File: src/rtl/cpu_defs.sv
// cpu_defs: shared write-back select and load-type encodings used by decode and WB.
package cpu_defs;
  localparam logic [1:0] WB_SEL_ALU  = 2'b00;
  localparam logic [1:0] WB_SEL_LOAD = 2'b01;
  localparam logic [1:0] WB_SEL_PC4  = 2'b10;
  localparam logic [2:0] LD_LW  = 3'b000;
  localparam logic [2:0] LD_LH  = 3'b001;
  localparam logic [2:0] LD_LHU = 3'b010;
  localparam logic [2:0] LD_LB  = 3'b011;
  localparam logic [2:0] LD_LBU = 3'b100;
endpackage

File: src/rtl/load_extract.sv
// load_extract: little-endian byte/halfword extraction with sign or zero extension.
//   raw       - aligned memory word
//   off       - byte offset within the word (address bits [1:0])
//   load_type - LD_* code; unknown codes return the full word
//   value     - extended result
module load_extract
  import cpu_defs::*;
(
  input  logic [31:0] raw,
  input  logic [1:0]  off,
  input  logic [2:0]  load_type,
  output logic [31:0] value
);
  logic [31:0] shifted;
  logic [7:0]  b;
  logic [15:0] h;
  assign shifted = raw >> {off, 3'b000};
  assign b = shifted[7:0];
  // off[0] is ignored for halfwords; misalignment is not trapped in this stage
  assign h = off[1] ? raw[31:16] : raw[15:0];
  always_comb
    value = (load_type == LD_LB)  ? {{24{b[7]}}, b} :
            (load_type == LD_LBU) ? {24'h0, b} :
            (load_type == LD_LH)  ? {{16{h[15]}}, h} :
            (load_type == LD_LHU) ? {16'h0, h} :
            raw;
endmodule

File: src/rtl/wb_stage.sv
// wb_stage: MEM/WB pipeline register driving the register-file write port.
//   clk, rst (async, active-low), stall_wb / flush_wb pipeline control,
//   mem_* inputs from the MEM stage, registered outputs wb_valid, write_en,
//   wb_addr, wb_data, and retire_count (instructions that entered WB).
module wb_stage
  import cpu_defs::*;
#(
  parameter int DATA_W = 32,
  parameter int ADDR_W = 5
) (
  input  logic              clk,
  input  logic              rst,
  input  logic              stall_wb,
  input  logic              flush_wb,
  input  logic              mem_valid,
  input  logic              mem_reg_write,
  input  logic [ADDR_W-1:0] mem_wb_addr,
  input  logic [1:0]        mem_wb_sel,
  input  logic [2:0]        mem_load_type,
  input  logic [DATA_W-1:0] mem_alu_result,
  input  logic [DATA_W-1:0] mem_load_data,
  input  logic [DATA_W-1:0] mem_pc_plus4,
  output logic              wb_valid,
  output logic              write_en,
  output logic [ADDR_W-1:0] wb_addr,
  output logic [DATA_W-1:0] wb_data,
  output logic [31:0]       retire_count
);
  logic [DATA_W-1:0] load_value;
  logic [DATA_W-1:0] result;
  load_extract u_load_extract (
    .raw       (mem_load_data),
    .off       (mem_alu_result[1:0]),
    .load_type (mem_load_type),
    .value     (load_value)
  );
  // reserved select code 11 falls back to the ALU result
  always_comb
    result = (mem_wb_sel == WB_SEL_LOAD) ? load_value :
             (mem_wb_sel == WB_SEL_PC4)  ? mem_pc_plus4 :
             mem_alu_result;
  // a stall keeps write_en high, so the register file rewrites identical data
  always_ff @(posedge clk or negedge rst)
    if (!rst) begin
      wb_valid     <= 1'b0;
      write_en     <= 1'b0;
      wb_addr      <= '0;
      wb_data      <= '0;
      retire_count <= '0;
    end else if (flush_wb) begin
      wb_valid <= 1'b0;
      write_en <= 1'b0;
      wb_addr  <= '0;
      wb_data  <= '0;
    end else if (!stall_wb) begin
      wb_valid <= mem_valid;
      write_en <= mem_valid & mem_reg_write & (mem_wb_addr != '0);
      wb_addr  <= mem_wb_addr;
      wb_data  <= result;
      if (mem_valid) retire_count <= retire_count + 32'd1;
    end
endmodule

File: config.mk
export PLATFORM = sky130hd
export DESIGN_NAME = wb_stage
export DESIGN_NICKNAME = d
export VERILOG_FILES = /design/src/rtl/cpu_defs.sv /design/src/rtl/load_extract.sv /design/src/rtl/wb_stage.sv
export SDC_FILE = /design/constraint.sdc
export NUM_CORES = 1
export LEC_CHECK = 0
export ABC_AREA = 1
export CORE_ASPECT_RATIO = 1.1
export CORE_UTILIZATION = 40
export CTS_CLUSTER_SIZE = 24
export DETAILED_ROUTE_END_ITERATION = 10
export DONT_BUFFER_PORTS = 1
export PLACE_DENSITY = 0.51
export REMOVE_ABC_BUFFERS = 1
export SLEW_MARGIN = 20
export SYNTH_ARGS = -nofsm -noshare
export SYNTH_HDL_FRONTEND = slang
export SYNTH_HIERARCHICAL = 1
export SYNTH_SLANG_ARGS = --single-unit
File: constraint.sdc
create_clock -name clk -period 2.72 [get_ports clk]
set_input_delay 0.544 -clock clk [delete_from_list [all_inputs] [get_ports clk]]
set_output_delay 0.544 -clock clk [all_outputs]
set_load 0.005 [all_outputs]
Word-level counts from Yosys, hierarchy flattened
Index checks and enable logic that the tools add are counted.

storage, ports and cells
  flip-flop bits (word level) = 71
  input port bits = 112
  word-level logic and storage cells = 35

operators by class
  $add $sub $neg = 1
  equality and inequality tests = 7
  shift-type cells = 1
  muxes and demuxes = 15
  bitwise gates (word level) = 4
  reductions and logical operators = 2

operators with widths
  operator                                                                 count
  32-bit two-way mux                                                       8
  32-bit by 1-bit adder with 32-bit output, second input constant          1
  32-bit by 5-bit right shift with 8-bit output                            1
  16-bit two-way mux                                                       1
  5-bit two-way mux                                                        2
  3-bit by 2-bit == test with 1-bit output, second input constant          2
  5-bit nonzero test                                                       1
  1-bit two-way mux                                                        4
  3-bit by 1-bit == test with 1-bit output, second input constant          1
  3-bit == test, second input constant                                     1
  3-bit AND reduction                                                      1
  1-bit bitwise AND                                                        2
  2-bit by 1-bit == test with 1-bit output, second input constant          1
  2-bit == test, second input constant                                     1
  2-bit by 1-bit inequality test with 1-bit output, second input constant  1
  1-bit inverter                                                           2

Depth between registers and ports, before layout
Gate-level depths: netlist of the first run.

  depth after elaboration = 8
  depth in mapped cells = 11
  mapped depth without buffers = 9

Hierarchy
The synthesis of the first run kept the hierarchy.

modules (own cells, without submodules)
  module        instances  cells an instance  area an instance (um^2)  seq. area each (um^2)
  wb_stage      1          544                4147.7                   1776.7
  load_extract  1          205                1006.0                   0.0

Worst setup path after synthesis of the first run
No wires, ideal clock.

  kind = input to register
  start = input port mem_alu_result[1]
  end = register wb_data[21]
  setup time = 0.124 ns
  arrival time = 1.484 ns
  path slack = 1.112 ns
  stages = 10
  buffers on the path = 2
  cells stage by stage = buf_4 inv_4 nor2_1 nand2_1 nand2_1 nand2_1 buf_4 o21ai_2 o211ai_1 nand2_1

on the way
  word-level cells in the longest chain between the ends = 7
  elaborated cells between the ends (all ways) = 8

RTL lines
  what                                                                                   RTL line            text
  start, declared                                                                        wb_stage.sv:20      input logic [DATA_W-1:0] mem_alu_result,
  branches (longest 3 deep; another with 32-bit by 5-bit right shift with 8-bit output)  -
  32-bit two-way mux (*)                                                                 load_extract.sv:22  value = (load_type == LD_LB) ? {{24{b[7]}}, b} :
  via load_value[21]                                                                     wb_stage.sv:29      logic [DATA_W-1:0] load_value;
  32-bit two-way mux (*)                                                                 wb_stage.sv:39      result = (mem_wb_sel == WB_SEL_LOAD) ? load_value :
  32-bit two-way mux (*)                                                                 wb_stage.sv:55      end else if (!stall_wb) begin
  32-bit two-way mux (*)                                                                 wb_stage.sv:50      end else if (flush_wb) begin
  end signal, assigned                                                                   wb_stage.sv:59      wb_data <= result;
  end, declared                                                                          wb_stage.sv:26      output logic [DATA_W-1:0] wb_data,

Mark *: on every way through the listed nets, which the timed path passes. The select of a mux whose other input is x is not followed.
A chain may end at the register's enable or synchronous reset.

Worst setup path in the final report of the first run
  start = input port mem_load_type[2]
  end = register wb_data[7]

on the way
  word-level cells in the longest chain between the ends = 8
  elaborated cells between the ends (all ways) = 11

RTL lines
  what                                      RTL line            text
  start, declared                           wb_stage.sv:19      input logic [2:0] mem_load_type,
  3-bit by 2-bit == test with 1-bit output  load_extract.sv:25  (load_type == LD_LHU) ? {16'h0, h} :
  32-bit two-way mux                        load_extract.sv:25
  32-bit two-way mux                        load_extract.sv:24  (load_type == LD_LH) ? {{16{h[15]}}, h} :
  32-bit two-way mux                        load_extract.sv:23  (load_type == LD_LBU) ? {24'h0, b} :
  32-bit two-way mux (*)                    load_extract.sv:22
  via load_value[7]                         wb_stage.sv:29
  32-bit two-way mux (*)                    wb_stage.sv:39
  32-bit two-way mux (*)                    wb_stage.sv:55
  32-bit two-way mux (*)                    wb_stage.sv:50

Mark *: on every way through the listed nets, which the timed path passes. The rest lies on a longest branch. The select of a mux whose other input is x is not followed.

==> flow_summary_export.csv, run 1 <==
group,metric,value,unit
sta,skew,0.00387,ns
finish,layout-drive-gt1-share,8.48,%
clock_network,htreeDepth,3,
route,dr_total_vias,4923,
clock_network,clkSlewWorstSetupHoldPaths,0.06,ns
logic_synthesis,synth_edf_count,0,
placement,place_hpwl,11300,µm
route,drt-total-wl,16100,µm
logic_synthesis,synthArstFlopShare,100,%
logic_synthesis,synth_ff_type,"dfrtp_1",
critical_path,cp.arrival,1.99,ns
sta,setup_violations,0,
pwr,p_per_area,507,mW/mm²
placement,gp_congestion,0.907,
grt,antenna_found_initial,0,
sta,drv_slew,0,
route,drc,0,
job,maxCapViolations,0,
sta,max_slew.worst_pin.slew,0.736,ns
finish,ff_latch_area,0.00178,mm²
finish,nets,839,
clock_network,ctsResizeCount,0,
finish,n_fill_cell,1326,
status,status,"complete, no violations",
floorplan,fp-row-count,43,
clock_network,cts_tree,"done",
critical_path,worstSetupEndpointType,"flop",
sta,post-route-min-period,1.77,ns
min_path,min_path_type,"in2async",
floorplan,floorplan.initialDensity,40.9,%
route,antenna_left,0,
placement,io_buffers,0,
logic_synthesis,synth_common_cells,"211 x nand2_1, 129 x nand3_1, 71 x dfrtp_1",
clock_network,clock_path_buffers,2,
logic_synthesis,synth_top_cells_by_area,"dfrtp_1 34%, nand2_1 15%, nand3_1 13%",
clock_network,cts.sinks,71,
pwr,total_power,2750,µW
grt,grt.total_usage,24.8,%
logic_synthesis,synthesis.area,0.00515,mm²
route,post_drt_wl_per_cell,18.1,µm
critical_path,reg2reg_from,"retire_count[1]$_DFFE_PN0P_",
finish,antenna_cells,0,
critical_path,required,2.94,ns
pwr,ir_drop,0.216,mV
logic_synthesis,yosysMostFrequentCell,"nand2_1",
route,firstDrtPassIters,5,
clock_network,cts_root_buf,"clkbuf_16",
floorplan,die_h,121,µm
critical_path,start_kind,"input pin",
finish,multi_input_comb_area,0.00286,mm²
sta,rsz0062_at_grt,"false",
route,vias_per_cell,5.54,
grt,first_global_vias,4816,
pwr,p_leak,0.00270,µW
logic_synthesis,yosys.area.top_type,"dfrtp_1",
grt,overflow,0,
clock_network,clock_latency,0.34,ns
floorplan,core_area,0.0126,mm²
logic_synthesis,ys_warn_count,6,
grt,grt_pass1_wl,25000,µm
floorplan,fp.dieArea,0.0133,mm²
finish,syn2layout_area_growth,5.39,%
route,initialDrtViolationCount,291,
critical_path,crit_start,"mem_load_type[2]",
logic_synthesis,seq_area_frac_synth,34.5,%
sta,relSlewSlack,50.9,%
sta,setup_tns,0,ns
floorplan,die-width,110,µm
critical_path,worstSetupPathType,"in2reg",
sta,period_share,65.2,%
logic_synthesis,synth_cell_types,35,
logic_synthesis,postSynthAreaPerCell,6.88,µm²
sta,max_freq,564,MHz
clock_network,cts_buffers,9,
logic_synthesis,synth_top_area_share,34.5,%
logic_synthesis,synth_seq_cells,71,
critical_path,worstPathMaxFanout,25,
floorplan,io_pins,183,
sta,hold_viol,0,
logic_synthesis,syn_inst,749,
grt,grt_max_degree,72,
## flip-flops by register name (all words and copies together) (netlist names)
register,cells
retire_count,32
wb_data,32
wb_addr,5
wb_valid,1
write_en,1
## logic make-up after synthesis
logic type	after synthesis	share of synthesized area [%]
flip-flops	71	34.5
AO/OA/AOI/OAI	103	12.3
AND/OR/NAND/NOR	449	39.9
XOR/XNOR	18	3.06
adder cells (fa/ha/maj)	1	0.243
buffers and inverters	107	10.0
## placed cells by master, fill, tap and decap left out, types with 4 or more instances in the layout
master,n
nand2_1,211
nand3_1,129
dfrtp_1,71
nor2_1,62
inv_1,58
a21oi_1,39
o211ai_1,32
o21ai_0,16
nand4_1,14
xnor2_1,12
o21ai_2,10
clkbuf_16,9
buf_4,8
nor3_1,7
nor2_4,6
xor2_1,6
nand2_4,5
o21ai_1,5
inv_2,4
nand2_2,4
nor2_2,4
## worst paths after layout
kind | to | slack, ns | cells after the start
setup / recovery | wb_data[7]$_DFFE_PN0P_ | 0.95 | 8
hold / removal | wb_data[27]$_DFFE_PN0P_ | 0.08 | 1
setup reg to reg | retire_count[26]$_DFFE_PN0P_ | 1.14 | 8
hold reg to reg | retire_count[31]$_DFFE_PN0P_ | 0.53 | 2
max in group asynchronous | wb_data[22]$_DFFE_PN0P_ | 2.32 | 1
min in group clk | wb_addr[2]$_DFFE_PN0P_ | 0.32 | 2
## worst max-delay path, cell delays in order
cell and delay [ns]:
inv_1 0.09, nand3_4 0.24, nand2_4 0.33, nand2_1 0.28
nand2_1 0.13, a21oi_1 0.10, o211ai_1 0.20, nand2_1 0.08
## where the power goes
group / switching [µW] / total (µW) / leakage (µW) / internal [µW]
combinational: 279 / 435 / 0.00164 / 155
sequential: 97.6 / 1230 / 0.000941 / 1140
clock: 469 / 1080 / 0.000126 / 614
## per-stage QoR
stage               hold slack, ns  instances  instance area, µm²  utilization [%]  worst slack, ns
floorplan                    0.248        706                4890                -            0.325
global placement             0.250        871                5140             40.9            0.636
detailed placement           0.251        871                5140             40.9            0.635
CTS                          0.114        888                5430             43.1            0.985
global route                 0.111        888                5430             43.1            0.830
finish                      0.0802        888                5430             43.1            0.946
## repair_timing
item                                    CTS  global route
hold buffers                              1             0
setup buffers                             0             0
endpoints found under the hold margin    71             0
endpoints found under the setup margin    0             0
## layer usage
| layer | up-vias | track usage, % | wire [µm] |
|---|---|---|---|
| li1 | 2430 | - | - |
| met1 | 2286 | 27.2 | 5940 |
| met4 | 0 | 9.54 | 405 |
| met2 | 179 | 43.6 | 8340 |
| met3 | 28 | 8.32 | 1410 |
| met5 | - | 0 | 0 |
## area by class of cell
type                            instances  area share (%)
Clock inverter                          4           0.415
Clock buffer                           12            4.35
Timing Repair Buffer                    9            1.61
Multi-Input combinational cell        571            52.7
Sequential cell                        71            32.7
Tap cell                              157            3.62
Inverter                               64            4.61
Note: power is estimated with default switching activity, not from simulation.
==> run 2, diff against run 1 <==
Settings changed: PLACE_DENSITY 0.51 to 0.53.
Clock period 2.72 ns to 1.5 ns, I/O delays scaled along.
==> run 2 against run 1 <==
- the flow now finishes with violations (hold timing)
- worst hold slack worse by 0.43 ns
- design area up 5.7%
- global-route usage about the same
- clock skew down 0.00091 ns
- sequential power up 79%
- utilization up 2.5 points
- wire length down 0.89%
- register-to-register slack worse by 1.0 ns
- die area unchanged
- sequential cell count unchanged
- non-clock buffer count up 26
- combinational power up 120%
- critical path type is now reg2reg
- largest cell class unchanged
==> flow_summary_export.csv, run 2 (synthesis gave the netlist of run 1 again) <==
group,metric,value,unit
critical_path,start_kind,"flop",
placement,dp_cells,897,
sta,rsz0062_at_grt,"true",
route,drc,0,
route,top_layer_used,"met4",
route,firstDrtPassIters,5,
placement,dp_slack,0.000484,ns
finish,reg_top3,"retire_count (32), wb_data (32), wb_addr (5)",
grt,grt_max_degree,72,
sta,timing.final.ws_setup,0.0924,ns
finish,antenna_cells,0,
placement,place_area,0.00537,mm²
sta,post-route-min-period,1.41,ns
min_path,min_path_type,"in2async",
critical_path,rr_worst_depth,9,
placement,place_hpwl,11500,µm
pwr,p_leak,0.00285,µW
finish,nets,865,
clock_network,cts_tree,"done",
sta,skew,0.00296,ns
clock_network,clkSlewWorstSetupHoldPaths,0.06,ns
sta,setup_violations,0,
clock_network,cts_buffers,9,
sta,max_freq,710,MHz
route,dr_total_vias,5054,
placement,gp_congestion,0.855,
clock_network,clock_latency,0.34,ns
clock_network,cts.sinks,71,
pwr,p_per_area,936,mW/mm²
finish,finalNonFillerCells,914,
floorplan,core_area,0.0126,mm²
route,post_drt_wl_per_cell,17.4,µm
finish,layout-drive-gt1-share,15.1,%
route,vias_per_cell,5.53,
route,antenna_left,0,
route,route.met3.wl,1260,µm
floorplan,io_pins,183,
clock_network,cts_root_buf,"clkbuf_16",
clock_network,htreeDepth,3,
critical_path,worstPathMaxFanout,4,
critical_path,cp_slowest_stage_delay,0.40,ns
route,initialDrtViolationCount,280,
floorplan,fp-row-count,43,
finish,final_util,45.6,%
route,wl_met2,8180,µm
route,drt-total-wl,15900,µm
critical_path,worstSetupEndpointType,"flop",
job,maxCapViolations,0,
floorplan,floorplan.initialDensity,40.9,%
sta,max_slew.worst_pin.slew,0.467,ns
pwr,total_power,5380,µW
finish,fin_area,0.00574,mm²
sta,period_share,93.8,%
finish,layout_common_cells,"208 x nand2_1, 128 x nand3_1, 65 x dfrtp_1",
grt,overflow,0,
status,violations,"hold timing",
floorplan,fp.dieArea,0.0133,mm²
grt,grt.total_usage,24.8,%
sta,drv_slew,0,
critical_path,cp.arrival,1.64,ns
sta,relSlewSlack,68.9,%
critical_path,required,1.73,ns
finish,layout.cells.most_common,"nand2_1",
clock_network,clock_path_buffers,2,
sta,whs,-0.349,ns
placement,io_buffers,0,
floorplan,die-width,110,µm
critical_path,worstSetupPathType,"reg2reg",
route,drt-met1-wl,6130,µm
pwr,ir_drop,0.418,mV
finish,syn2layout_area_growth,11.4,%
grt,first_global_vias,4969,
critical_path,path_cells,"ha_2 > inv_2 > nor2_2 > nand2_2 > nor2_2 > buf_4 > nand4_1 > nand2_1 > nand2_1",
grt,antenna_found_initial,0,
grt,grt_pass1_wl,25100,µm
critical_path,cpMaxStageDelayCell,"dfrtp_1",
floorplan,die_h,121,µm
status,status,"finished with violations",
sta,hold_viol,71,
## run 2: cell count changes in the layout (fill, tap and decap cells not counted), moves of 4 or more
cell | previous run | this run
buf_4 | 8 | 33
dfrtp_2 | 0 | 6
nor2_4 | 6 | 10
nor2_1 | 62 | 51
dfrtp_1 | 71 | 65
nor2_2 | 4 | 11
## run 2: path summary, 6_finish.rpt
path | start | end | slack [ns]
max in group asynchronous | rst | retire_count[19]$_DFFE_PN0P_ | 1.74
min in group clk | mem_wb_addr[3] | wb_addr[3]$_DFFE_PN0P_ | 0.07
worst min-delay path | rst | wb_data[27]$_DFFE_PN0P_ | -0.35
worst max register to register | retire_count[1]$_DFFE_PN0P_ | retire_count[26]$_DFFE_PN0P_ | 0.09
worst max-delay path | retire_count[1]$_DFFE_PN0P_ | retire_count[26]$_DFFE_PN0P_ | 0.09
worst min register to register | retire_count[6]$_DFFE_PN0P_ | retire_count[6]$_DFFE_PN0P_ | 0.51
## run 2: layout make-up
type | instances | area, µm²
repair buffers | 35 | 288
multi-input cells | 571 | 2920
inverters | 64 | 250
clock buffers | 10 | 239
clock inverters | 6 | 60.1
well taps | 157 | 196
fillers | 1309 | 6850
flip-flops and latches | 71 | 1780
## run 2: report_power, final
group,switching [µW],internal [µW],total [µW]
combinational,550,409,959
sequential,144,2060,2200
clock,888,1320,2210
## run 2: metal layers
metal	up-vias	global-route usage [%]
met5	-	0
li1	2485	-
met4	0	9.62
met1	2361	27.7
met2	183	43.0
met3	25	8.00
## run 2: metrics by stage
step                hold WS, ns  TNS (ns)
finish                   -0.349         0
global route             -0.365    -0.125
CTS                      -0.361         0
detailed placement      0.00689         0
global placement        0.00643         0
floorplan               0.00441    -21.89
## run 2: worst max-delay path: cells and delay by family, from the launching register on
family	cells	cell delay [ns]
simple gates	6	0.52
flops	1	0.40
fa+ha+maj	1	0.20
buf+inv	2	0.19
## run 2: repair_timing
item,CTS,global route
hold endpoints to repair,71,71
gates resized for setup,1,27
setup buffers,0,1
pin swaps,0,7
setup endpoints to repair,2,20
==> run 3, diff against run 2 <==
Settings changed: PLACE_DENSITY 0.53 to 0.51.
Clock period 1.5 ns to 1.3 ns, I/O delays scaled along.
==> run 3 against run 2 <==
- the flow finishes with violations (hold timing, setup timing)
- die area unchanged
- via count rose by 6.0%
- worst hold slack worse by 0.039 ns
- register-to-register slack lost 0.17 ns
- utilization grew 5.4 points
- count of clock-buffer cells in the layout up 3
- critical path type unchanged
- largest power group unchanged
- highest routed layer unchanged
==> flow_summary_export.csv, run 3 (synthesis gave the netlist of run 1 again) <==
group,metric,value,unit
clock_network,clock_latency,0.34,ns
sta,hold_viol,71,
sta,drv_slew,0,
floorplan,io_pins,183,
route,vias_per_cell,5.48,
critical_path,crit_start,"retire_count[0]$_DFFE_PN0P_",
route,drc,0,
clock_network,cts_tree,"done",
placement,place_area,0.00581,mm²
placement,place_hpwl,12100,µm
route,drt-total-wl,17000,µm
critical_path,required,1.57,ns
route,initialDrtViolationCount,274,
critical_path,r2r_setup_slack,-0.07,ns
route,post_drt_wl_per_cell,17.4,µm
critical_path,endpoint,"retire_count[29]$_DFFE_PN0P_",
placement,io_buffers,0,
clock_network,clock_path_buffers,2,
sta,skew,0.00505,ns
pwr,p_per_area,1060,mW/mm²
pwr,ir_drop,0.589,mV
job,maxCapViolations,0,
sta,post-route-min-period,1.37,ns
critical_path,worstPathMaxFanout,3,
sta,timing.final.ws_setup,-0.0749,ns
pwr,total_power,6780,µW
finish,syn2layout_area_growth,24.6,%
placement,gp_congestion,0.857,
finish,ff_latch_area,0.00178,mm²
floorplan,fp-row-count,43,
finish,multi_input_comb_area,0.00301,mm²
sta,max_slew.worst_pin.slew,0.481,ns
critical_path,worstSetupPathType,"reg2reg",
status,violations,"hold timing, setup timing",
clock_network,cts.sinks,71,
critical_path,rr_worst_depth,7,
sta,period_share,106,%
sta,rsz0062_at_grt,"true",
floorplan,fp.dieArea,0.0133,mm²
status,status,"finished with violations",
clock_network,cts_root_buf,"clkbuf_16",
grt,antenna_found_initial,0,
critical_path,start_kind,"flop",
clock_network,htreeDepth,3,
floorplan,die-width,110,µm
route,dr_total_vias,5358,
grt,grt_pass1_wl,26300,µm
sta,whs,-0.388,ns
route,firstDrtPassIters,5,
route,antenna_left,0,
grt,grt.total_usage,26.0,%
finish,nets,928,
grt,grt_max_degree,72,
finish,n_fill_cell,1287,
grt,overflow,0,
min_path,min_path_type,"in2async",
critical_path,rr_endpoint,"retire_count[29]$_DFFE_PN0P_",
finish,layout.cells.most_common,"nand2_1",
sta,max_freq,727,MHz
critical_path,worstSetupEndpointType,"flop",
finish,antenna_cells,0,
finish,layout_common_cells,"198 x nand2_1, 127 x nand3_1, 76 x buf_4",
floorplan,core_area,0.0126,mm²
finish,layout-drive-gt1-share,23.4,%
finish,reg_top3,"retire_count (32), wb_data (32), wb_addr (5)",
clock_network,cts_buffers,9,
finish,fin_area,0.00642,mm²
floorplan,die_h,121,µm
sta,setup_violations,20,
critical_path,reg2reg_from,"retire_count[0]$_DFFE_PN0P_",
floorplan,floorplan.initialDensity,40.9,%
critical_path,cp.arrival,1.65,ns
grt,first_global_vias,5224,
sta,relSlewSlack,67.9,%
pwr,p_leak,0.00325,µW
clock_network,clkSlewWorstSetupHoldPaths,0.06,ns
run 3: cell count changes in the layout (fill, tap and decap cells not counted), moves of 3 or more:
cell and delta:
buf_4 +43, buf_6 +17, nand2_1 -10, nand2_2 +9, nor2_1 -4, buf_12 +3
dfrtp_1 +3, dfrtp_2 -3
run 3: worst max-delay path, stage by stage, from the launching register on:
cell	delay, ns
dfrtp_1	0.38
inv_1	0.08
nor2_2	0.18
buf_6	0.14
nand4_1	0.19
nor2_1	0.18
nand3_1	0.09
nand2_1	0.07
run 3: worst min-delay path by stage:
stage,start,endpoint,slack [ns],depth (start not counted)
floorplan,rst,retire_count[0]$_DFFE_PN0P_,-0.04,0
global placement,rst,retire_count[5]$_DFFE_PN0P_,-0.03,0
detailed placement,rst,retire_count[7]$_DFFE_PN0P_,-0.03,0
CTS,rst,retire_count[7]$_DFFE_PN0P_,-0.39,0
global route,rst,wb_data[2]$_DFFE_PN0P_,-0.40,0
finish,rst,retire_count[5]$_DFFE_PN0P_,-0.39,0
run 3: repair_timing:
item,4_1_cts,5_1_grt
setup endpoints to repair,24,34
endpoints found under the hold margin,71,71
buffers inserted,3,7
resized for setup,25,44
pin swaps,18,12
run 3: cell type report:
class | instances | area share (%)
Multi-Input combinational cell | 571 | 46.8
Sequential cell | 71 | 27.7
Timing Repair Buffer | 98 | 13.4
Clock buffer | 13 | 4.05
Inverter | 64 | 3.94
Tap cell | 157 | 3.06
Clock inverter | 3 | 1.01
run 3: through the flow:
stage                     setup WS (ns)  TNS [ns]  utilization (%)  instances
after global routing             -0.171     -2.92             51.0        977
final                           -0.0749    -0.714             51.0        977
after CTS                       -0.0478    -0.371             49.4        970
after detailed placement         -0.135     -4.01             46.1        951
after global placement           -0.118     -2.29             46.1        951
after floorplan                  -0.811    -29.54                -        706
run 3: metal layers:
metal | GRT usage (%) | wire length, µm
met3 | 8.75 | 1250
met1 | 29.0 | 6680
met5 | 0 | 0
met4 | 9.87 | 552
met2 | 45.2 | 8530
run 3: power breakdown:
group          switching, µW  internal (µW)  leakage (µW)  total, µW
Clock                    988           1790      0.000160       2770
Sequential               168           2380      0.000936       2550
Combinational            747            711       0.00216       1460
